File: config.mk
export PLATFORM = sky130hd
export DESIGN_NAME = collision_scanner
export DESIGN_NICKNAME = d
export VERILOG_FILES = /design/src/rtl/collision_pkg.sv /design/src/rtl/collision_overlap.sv /design/src/rtl/collision_scanner.sv
export SDC_FILE = /design/constraint.sdc
export NUM_CORES = 1
export LEC_CHECK = 0
export ABC_AREA = 1
export BUFFER_PORTS_ARGS = -buffer_cell sky130_fd_sc_hd__buf_2
export CORE_MARGIN = 3
export CORE_UTILIZATION = 59
export DETAILED_ROUTE_END_ITERATION = 16
export PLACE_DENSITY = 0.84
export SLEW_MARGIN = 15
export SYNTH_ARGS = -nofsm -noshare
export SYNTH_HDL_FRONTEND = slang
export SYNTH_SLANG_ARGS = --single-unit
File: constraint.sdc
create_clock -name i_Clk -period 8.5 [get_ports i_Clk]
set_input_delay 0.85 -clock i_Clk [delete_from_list [all_inputs] [get_ports i_Clk]]
set_output_delay 0.85 -clock i_Clk [all_outputs]
set_load 0.01 [all_outputs]
File: src/rtl/collision_pkg.sv
// Shared widths, scan states and the lowest-set-bit helper for the collision scanner.
package collision_pkg;

    localparam int X_W   = 10;
    localparam int Y_W   = 9;
    localparam int IDX_W = 4;

    typedef enum logic [1:0] {
        IDLE = 2'd0,
        SCAN = 2'd1,
        DONE = 2'd2
    } scan_state_e;

    // Index of the lowest set bit; 0 when the mask is empty.
    function automatic logic [IDX_W-1:0] lowest_set_idx(input logic [15:0] mask);
        logic [IDX_W-1:0] idx;
        idx = 4'd0;
        for (int k = 15; k >= 0; k--) begin
            if (mask[k]) begin
                idx = IDX_W'(k);
            end
        end
        return idx;
    endfunction

endpackage

File: src/rtl/collision_overlap.sv
// Combinational half-open box overlap between the frog and one car,
// including the optional wrapped segment of a car that runs off the right edge.
module collision_overlap
    import collision_pkg::*;
#(
    parameter int FROG_W    = 32,
    parameter int CAR_W     = 32,
    parameter int TILE_SIZE = 32,
    parameter int SCREEN_W  = 640,
    parameter int WRAP_EN   = 1
) (
    input  logic [X_W-1:0] frog_x,
    input  logic [Y_W-1:0] frog_y,
    input  logic [X_W-1:0] car_x,
    input  logic [Y_W-1:0] car_y,
    input  logic           car_en,
    output logic           hit
);

    localparam logic [X_W:0] FROG_W_X   = (X_W + 1)'(FROG_W);
    localparam logic [X_W:0] CAR_W_X    = (X_W + 1)'(CAR_W);
    localparam logic [X_W:0] SCREEN_W_X = (X_W + 1)'(SCREEN_W);
    localparam logic [Y_W:0] FROG_W_Y   = (Y_W + 1)'(FROG_W);
    localparam logic [Y_W:0] TILE_Y     = (Y_W + 1)'(TILE_SIZE);

    logic [X_W:0] frog_x_ext_s;
    logic [X_W:0] frog_x_end_s;
    logic [X_W:0] car_x_ext_s;
    logic [X_W:0] car_x_end_s;
    logic [X_W:0] wrap_end_s;
    logic [Y_W:0] frog_y_end_s;
    logic [Y_W:0] car_y_end_s;
    logic         x_main_s;
    logic         x_wrap_s;
    logic         y_ov_s;

    // One extra bit on every sum so edge-of-screen positions never overflow.
    always_comb begin
        frog_x_ext_s = {1'b0, frog_x};
        car_x_ext_s  = {1'b0, car_x};
        frog_x_end_s = frog_x_ext_s + FROG_W_X;
        car_x_end_s  = car_x_ext_s + CAR_W_X;
        frog_y_end_s = {1'b0, frog_y} + FROG_W_Y;
        car_y_end_s  = {1'b0, car_y} + TILE_Y;
        wrap_end_s   = '0;
        x_wrap_s     = 1'b0;

        x_main_s = (frog_x_ext_s < car_x_end_s) && (car_x_ext_s < frog_x_end_s);
        y_ov_s   = ({1'b0, frog_y} < car_y_end_s) && ({1'b0, car_y} < frog_y_end_s);

        if ((WRAP_EN != 0) && (car_x_end_s > SCREEN_W_X)) begin
            wrap_end_s = car_x_end_s - SCREEN_W_X;
            x_wrap_s   = (frog_x_ext_s < wrap_end_s) && ((X_W + 1)'(0) < frog_x_end_s);
        end else begin
            wrap_end_s = '0;
            x_wrap_s   = 1'b0;
        end

        if (car_en) begin
            hit = y_ov_s && (x_main_s || x_wrap_s);
        end else begin
            hit = 1'b0;
        end
    end

endmodule

File: src/rtl/collision_scanner.sv
// Frame-rate collision scanner: snapshots frog and cars on i_Start, tests one car
// per clock, then publishes a held hit mask, any-hit flag and lowest hit index.
module collision_scanner
    import collision_pkg::*;
#(
    parameter int NUM_CARS  = 8,
    parameter int FROG_W    = 32,
    parameter int CAR_W     = 32,
    parameter int TILE_SIZE = 32,
    parameter int SCREEN_W  = 640,
    parameter int WRAP_EN   = 1
) (
    input  logic                    i_Clk,
    input  logic                    i_Rst_N,
    input  logic                    i_Start,
    input  logic [X_W-1:0]          i_Frog_X,
    input  logic [Y_W-1:0]          i_Frog_Y,
    input  logic [NUM_CARS*X_W-1:0] i_Car_X,
    input  logic [NUM_CARS*Y_W-1:0] i_Car_Y,
    input  logic [NUM_CARS-1:0]     i_Car_En,
    output logic                    o_Busy,
    output logic                    o_Done,
    output logic                    o_Has_Collided,
    output logic [NUM_CARS-1:0]     o_Hit_Mask,
    output logic [IDX_W-1:0]        o_Hit_Idx
);

    scan_state_e             state_r;
    scan_state_e             state_s;
    logic [IDX_W-1:0]        idx_r;
    logic [NUM_CARS-1:0]     mask_r;
    logic [NUM_CARS-1:0]     mask_next_s;
    logic [X_W-1:0]          frog_x_r;
    logic [Y_W-1:0]          frog_y_r;
    logic [NUM_CARS*X_W-1:0] car_x_r;
    logic [NUM_CARS*Y_W-1:0] car_y_r;
    logic [NUM_CARS-1:0]     car_en_r;
    logic [X_W-1:0]          sel_x_s;
    logic [Y_W-1:0]          sel_y_s;
    logic                    sel_en_s;
    logic                    hit_s;
    logic                    last_s;

    // Select the snapshot of the car under test and fold its result into the mask.
    always_comb begin
        sel_x_s     = '0;
        sel_y_s     = '0;
        sel_en_s    = 1'b0;
        mask_next_s = mask_r;
        for (int k = 0; k < NUM_CARS; k++) begin
            if (idx_r == IDX_W'(k)) begin
                sel_x_s        = car_x_r[k*X_W +: X_W];
                sel_y_s        = car_y_r[k*Y_W +: Y_W];
                sel_en_s       = car_en_r[k];
                mask_next_s[k] = mask_r[k] | hit_s;
            end else begin
                mask_next_s[k] = mask_r[k];
            end
        end
        last_s = (idx_r == IDX_W'(NUM_CARS - 1));
    end

    collision_overlap #(
        .FROG_W    (FROG_W),
        .CAR_W     (CAR_W),
        .TILE_SIZE (TILE_SIZE),
        .SCREEN_W  (SCREEN_W),
        .WRAP_EN   (WRAP_EN)
    ) u_overlap (
        .frog_x (frog_x_r),
        .frog_y (frog_y_r),
        .car_x  (sel_x_s),
        .car_y  (sel_y_s),
        .car_en (sel_en_s),
        .hit    (hit_s)
    );

    // Next-state logic; starts arriving while busy or in DONE are dropped.
    always_comb begin
        state_s = state_r;
        case (state_r)
            IDLE: begin
                if (i_Start) begin
                    state_s = SCAN;
                end else begin
                    state_s = IDLE;
                end
            end
            SCAN: begin
                if (last_s) begin
                    state_s = DONE;
                end else begin
                    state_s = SCAN;
                end
            end
            DONE:    state_s = IDLE;
            default: state_s = IDLE;
        endcase
    end

    // State register.
    always_ff @(posedge i_Clk or negedge i_Rst_N) begin
        if (!i_Rst_N) begin
            state_r <= IDLE;
        end else begin
            state_r <= state_s;
        end
    end

    // Snapshot, scan accumulation and result publication; results land on the
    // edge into DONE so they are valid in the same cycle as o_Done.
    always_ff @(posedge i_Clk or negedge i_Rst_N) begin
        if (!i_Rst_N) begin
            idx_r          <= '0;
            mask_r         <= '0;
            frog_x_r       <= '0;
            frog_y_r       <= '0;
            car_x_r        <= '0;
            car_y_r        <= '0;
            car_en_r       <= '0;
            o_Busy         <= 1'b0;
            o_Done         <= 1'b0;
            o_Has_Collided <= 1'b0;
            o_Hit_Mask     <= '0;
            o_Hit_Idx      <= '0;
        end else begin
            o_Done <= 1'b0;
            case (state_r)
                IDLE: begin
                    if (i_Start) begin
                        frog_x_r <= i_Frog_X;
                        frog_y_r <= i_Frog_Y;
                        car_x_r  <= i_Car_X;
                        car_y_r  <= i_Car_Y;
                        car_en_r <= i_Car_En;
                        mask_r   <= '0;
                        idx_r    <= '0;
                        o_Busy   <= 1'b1;
                    end
                end
                SCAN: begin
                    mask_r <= mask_next_s;
                    idx_r  <= idx_r + 4'd1;
                    if (last_s) begin
                        o_Hit_Mask     <= mask_next_s;
                        o_Has_Collided <= |mask_next_s;
                        o_Hit_Idx      <= lowest_set_idx(16'(mask_next_s));
                        o_Done         <= 1'b1;
                        o_Busy         <= 1'b0;
                    end
                end
                DONE: begin
                    o_Busy <= 1'b0;
                end
                default: begin
                    o_Busy <= 1'b0;
                end
            endcase
        end
    end

endmodule

Word-level counts from Yosys, hierarchy flattened --
Cells that the tools add are included.
Cells by class: $add $sub $neg 6, magnitude comparators 7, equal/unequal tests 10, muxes and demuxes 54, bitwise gates (word level) 8, reduce and logical (&&, ||, !) cells 13
Operators with widths (number):
- 2-to-1 mux 10 bit | 8
- 2-to-1 mux 9 bit | 8
- less-than comparator 10 x 11 -> 1 bit | 3
- 2-to-1 mux 4 bit | 8
- 2-to-1 mux 1 bit | 23
- adder 10 x 6 -> 11 bit (second input constant) | 2
- adder 9 x 6 -> 10 bit (second input constant) | 2
- less-than comparator 9 x 10 -> 1 bit | 2
- == test 4 x 3 -> 1 bit (second input constant) | 4
- case mux 8 bit (2 select lines) | 1
- greater-than comparator 11 x 10 -> 1 bit (second input constant) | 1
- less-than comparator 1 x 11 -> 1 bit (first input constant) | 1
- subtractor 11 x 10 -> 11 bit (second input constant) | 1
- == test 4 x 2 -> 1 bit (second input constant) | 2
- 2-to-1 mux 8 bit | 1
- bitwise OR 1 bit | 8
- case mux 4 bit (2 select lines) | 1
- AND reduction 2 bit | 4
- OR reduction 8 bit | 1
- adder 4 x 1 -> 4 bit (second input constant) | 1
- == test 4 x 1 -> 1 bit (second input constant) | 1
- logical AND 1 bit | 4
- logical NOT 4 bit | 1
- inequality test 2 bit (second input constant) | 2
- other kinds (8) | 8
Storage, ports and cells: register bits after elaboration 208, output and inout port bits 15

Longest topological paths before layout --
depth in word-level cells 27, depth in mapped cells 38, gate-level depth less buffers 37

By module --
A second synthesis with hierarchy kept.
Unflattened totals: cell total of the unflattened synthesis 1588, area total of the unflattened synthesis 11245.8 um^2
By module, submodules not included:
- collision_scanner | times used 1, cells an instance 1383, area each 9967.1 um^2, seq. area each 5154.9 um^2
- collision_overlap | times used 1, cells an instance 205, area each 1278.7 um^2, seq. area each 0.0 um^2

Worst setup path before layout --
Ideal clock, no wire load.
path kind register to register, start register idx_r[1], end register o_Hit_Idx[0], setup time 116 ps, arrival time 3840 ps, data required time 8384 ps, setup slack 4543 ps, stages on the path, launching flop included 35, path through dfrtp_1 inv_1 ha_1 buf_2 inv_4 nor2_8 inv_4 buf_6 buf_2 clkbuf_1 nand4_1 o21ai_0 nand2_1 a22oi_1 inv_1 ha_1 nand2_1 inv_1 o21ai_0 nand2_1 a21oi_1 o21ai_0 o2bb2ai_1 a21oi_1 nand2_1 nor2_2 nand2_4 o21ai_1 inv_2 nand2_1 nand2_1 nand2_1 nand2_1 nand2_1 nand2_1
On the way: cells in the longest elaborated chain, start to end 27, elaborated cells between the ends (all ways) 73
Ends and longest elaborated chain:
- start: declaration | RTL line collision_scanner.sv:30 | logic [IDX_W-1:0] idx_r;
- start signal: assignment | RTL line collision_scanner.sv:143 | idx_r <= idx_r + 4'd1;
- logical NOT 4 bit | RTL line collision_scanner.sv:51 | if (idx_r == IDX_W'(k)) begin
- 2-to-1 mux 10 bit (8 in series) | RTL line collision_scanner.sv:51
- adder 10 x 6 -> 11 bit | RTL line collision_overlap.sv:42 | car_x_end_s = car_x_ext_s + CAR_W_X;
- subtractor 11 x 10 -> 11 bit | RTL line collision_overlap.sv:52 | wrap_end_s = car_x_end_s - SCREEN_W_X;
- less-than comparator 10 x 11 -> 1 bit | RTL line collision_overlap.sv:53 | x_wrap_s = (frog_x_ext_s < wrap_end_s) && ((X_W + 1)'(0) < frog_x_end_s);
- logical AND 1 bit | RTL line collision_overlap.sv:53
- 2-to-1 mux 1 bit | RTL line collision_overlap.sv:51 | if ((WRAP_EN != 0) && (car_x_end_s > SCREEN_W_X)) begin
- logical OR 1 bit | RTL line collision_overlap.sv:60 | hit = y_ov_s && (x_main_s || x_wrap_s);
- logical AND 1 bit | RTL line collision_overlap.sv:60
- 2-to-1 mux 1 bit | RTL line collision_overlap.sv:59 | if (car_en) begin
- bitwise OR 1 bit | RTL line collision_scanner.sv:55 | mask_next_s[k] = mask_r[k] | hit_s;
- 2-to-1 mux 1 bit | RTL line collision_scanner.sv:51
- 2-to-1 mux 3 bit | RTL line collision_pkg.sv:19 | if (mask[k]) begin
- 2-to-1 mux 4 bit (7 in series) | RTL line collision_pkg.sv:19
- end signal: assignment | RTL line collision_scanner.sv:147 | o_Hit_Idx <= lowest_set_idx(16'(mask_next_s));
- end: declaration | RTL line collision_scanner.sv:25 | output logic [IDX_W-1:0] o_Hit_Idx
Parallel ways exist; a longest one is shown, timed or not. A chain may end at the register's enable or synchronous reset.

Final worst setup path --
Ends and elaborated chain as after synthesis.

==> out/results.tsv <==
stage	metric	value	unit
run_status	status	finished, final reports clean	
worst_setup_path	CP max FO	17	
worst_setup_path	most frequent cell on the critical path	nand2_1	
routing	vias per cell	5.32	
layout	Fillers	1470	
cts	post-CTS resize count	0	
timing	Max-slew headroom	0.296	
pwr	sequential share of power	0.317	
pwr	power share of the clock group	0.181	
layout	# nets final	1840	
logic_synthesis	sequential-to-total area share from yosys stat	0.473	
routing	1st-iter DRT viols	722	
logic_synthesis	#FFs+latches synth	206	
cts	Max clock buf depth	3	
cts	Post-CTS Setup Inserts	0	
worst_setup_path	Setup crit start kind	register	
timing	Setup TNS	0	ns
worst_setup_path	critical path type	register to register	
timing	Tcrit/Tclk final	0.576	
routing	Final ANT Viol Nets	0	
logic_synthesis	dominant synthesized flop cell	dfrtp_1	
cts	CTS tree	yes	
placement	Post-DP HPWL	20400	microns
worst_setup_path	Setup crit end kind	register	
placement	GPL Wtd Cong	0.922	
cts	cts hold-fix bufs	0	
pwr	Lkg Pwr	7.09	nW
layout	fin cells	1858	
logic_synthesis	area leader, netlist	dfrtp_1	
logic_synthesis	top post-synthesis cells by area	dfrtp_1 (47%), nand2_1 (25%), ha_1 (5.0%)	
cts	Clock Tree Root	clkbuf_16	
timing	unrepaired setup endpoints after global routing	false	
placement	Port Buf Inserts	195	
worst_setup_path	slowest cell on the critical path	nor2_2	
timing	Worst-Margin Slew	1.06	ns
cts	worst skew pair latency	0.50	ns
timing	fmax	0.204	GHz
floorplanning	Core Box Area	18100	sq um
pwr	Gate power share	0.501	
logic_synthesis	post-synth cell types	51	
timing	final-report hold violation count	0	
floorplanning	io pins	197	
layout	diodes inserted	0	
pwr	cell-internal power	3.02	mW
routing	WL final	28500	microns
layout	Core Util, Final	0.701	
pwr	sw power	2.46	mW
pwr	switching share of power	0.449	
placement	dpl ws	3.66	ns
logic_synthesis	Yosys warning total	0	
logic_synthesis	Commonest cells post-synth	nand2_1 (722), dfrtp_1 (206), inv_1 (94)	
global_routing	vias in the first global route	9297	
worst_setup_path	CP peak stage delay	0.68	ns
pwr	peak supply drop	0.209	mV
worst_hold_path	worst min path class	register to register	
global_routing	initial antenna violation count	0	
global_routing	first-pass GRT wire length	46000	microns
logic_synthesis	Post-Synthesis Cells	1457	
flow_run	Max-cap violations	0	
timing	final hold slack	0.473	ns
floorplanning	Rows	49	
cts	Reg clk slew, reported paths	0.06	ns
global_routing	maximum number of pins on one net before global-route repair	129	
floorplanning	width of the die	142	microns
floorplanning	starting density of the core	0.603	
timing	Worst Skew	0.00772	ns
routing	WL per Instance	15.3	microns
worst_setup_path	Worst Path Arrival	5.29	ns
logic_synthesis	post-synthesis cell area	10900	sq um
logic_synthesis	post-synth top area share	0.473	
placement	dpl cells	1819	
floorplanning	die area	20100	sq um
routing	first-pass iteration count of the detailed router	6	
logic_synthesis	EDFF count, synth	0	
logic_synthesis	most common cell in the netlist	nand2_1	
cts	CTS sink cnt	206	
floorplanning	DIE HEIGHT	142	microns
timing	Period minus WS final	4.90	ns
layout	Layout area overhead	16.3	%
cts	H-tree levels	1	
timing	Max Slew Vio Count	0	
logic_synthesis	Synth Net Count	1683	
timing	Setup violations, final	0	
cts	CTS Buf Count	22	
routing	DRC	0	
layout	layout cell share with drive strength beyond 1	0.173	
routing	Vias	9891	
global_routing	GRT overflow	0	
pwr	cell area power density	433	nW/um^2
worst_setup_path	WP data required	8.89	ns
global_routing	GRT Resource Usage Total	0.282	
timing	post-route setup slack	3.60	ns
logic_synthesis	Async S/R FF share, synth	1.00	
logic_synthesis	syn avg cell area	7.48	sq um
==> placed cells by master (no fill, tap or decap), types with 3 or more instances in the layout <==
| cell | netlist | final |
|---|---|---|
| nor3_1 | 3 | 3 |
| nand3_1 | 68 | 68 |
| nor2_1 | 62 | 62 |
| a221oi_1 | 3 | 3 |
| o21ai_1 | 5 | 5 |
| ha_1 | 44 | 44 |
| xor2_1 | 5 | 5 |
| xnor2_1 | 3 | 3 |
| clkinv_2 | 0 | 3 |
| a31oi_1 | 4 | 4 |
| nand2_2 | 10 | 10 |
| dfrtp_1 | 206 | 206 |
| clkbuf_16 | 0 | 23 |
| o21ai_2 | 3 | 3 |
| nand2_4 | 2 | 3 |
| clkbuf_8 | 0 | 7 |
| a21oi_1 | 23 | 23 |
| nor2_4 | 3 | 3 |
| nand4_1 | 18 | 18 |
| o21ai_0 | 45 | 45 |
| buf_4 | 5 | 4 |
| nand3b_1 | 3 | 3 |
| nor2_2 | 5 | 5 |
| buf_2 | 10 | 194 |
| clkinvlp_4 | 0 | 3 |
| o211ai_1 | 12 | 12 |
| o22ai_1 | 6 | 6 |
| inv_1 | 94 | 93 |
| or2_2 | 4 | 4 |
| nand2_1 | 722 | 721 |
| inv_2 | 9 | 9 |
==> power groups by stage <==
stage | clock, mW | combinational [mW] | sequential (mW)
final | 0.995 | 2.75 | 1.74
after global placement | 0 | 2.63 | 1.73
after detailed placement | 0 | 2.70 | 1.74
after global routing | 1.05 | 3.18 | 1.79
after floorplan | 0 | 2.08 | 1.65
after CTS | 1.00 | 2.73 | 1.73
==> metal layers <==
metal / GRT usage / up-vias / wire (microns)
li1: - / 4872 / -
met5: 0 / - / 0
met4: 0.0934 / 0 / 852
met1: 0.417 / 4583 / 12900
met2: 0.437 / 378 / 12800
met3: 0.0366 / 58 / 1940
==> through the flow <==
step,total power [mW],area [sq um]
2_1_floorplan,3.73,10900
3_3_place_gp,4.35,11900
3_5_place_dp,4.44,11900
4_1_cts,5.46,12700
5_1_grt,6.01,12700
6_report,5.49,12700
==> sequential cells by signal, summed over array words and instances (netlist names), 3 cells and up <==
signal / flops
frog_y_r: 9
mask_r: 8
o_Hit_Mask: 8
frog_x_r: 10
car_en_r: 8
car_x_r: 80
o_Hit_Idx: 3
idx_r: 4
car_y_r: 72
==> worst max-delay path, delay by kind of cell, from the launching register on <==
kind	cells	cell delay, ns
AO/OA/AOI/OAI	2	0.35
adder cells (fa/ha/maj)	4	1.19
buffers and inverters	4	0.38
flip-flops	1	0.43
AND/OR/NAND/NOR	24	2.42
==> logic make-up after synthesis <==
family / count (synthesis) / share of synthesized area
simple gates: 907 / 0.338
flops: 206 / 0.473
buf+inv: 173 / 0.0656
compound gates: 118 / 0.0665
fa+ha+maj: 44 / 0.0505
xor+xnor: 8 / 0.00643
other cells: 1 / 0.000344
==> path summary, 6_finish.rpt <==
check	depth (start not counted)	start	to	slack (ns)
worst max-delay path	34	idx_r[1]	o_Hit_Idx[0]	3.60
worst min-delay path	2	o_Hit_Mask[7]	o_Hit_Mask[7]	0.47
worst max register to register	34	idx_r[1]	o_Hit_Idx[0]	3.60
worst min register to register	2	o_Hit_Mask[7]	o_Hit_Mask[7]	0.47
max in group asynchronous	2	i_Rst_N	frog_x_r[5]	6.48
min in group asynchronous	1	i_Rst_N	car_y_r[35]	0.51
==> final cells by class <==
cell class / instances / area, sq um / share of cell area
flip-flops and latches: 206 / 5150 / 0.407
well taps: 229 / 287 / 0.0226
repair buffers: 199 / 1010 / 0.0801
clock inverters: 9 / 106 / 0.00839
multi-input cells: 1078 / 5040 / 0.398
clock buffers: 30 / 662 / 0.0522
inverters: 107 / 412 / 0.0325
No activity file was read; power rests on OpenSTA's default activity.
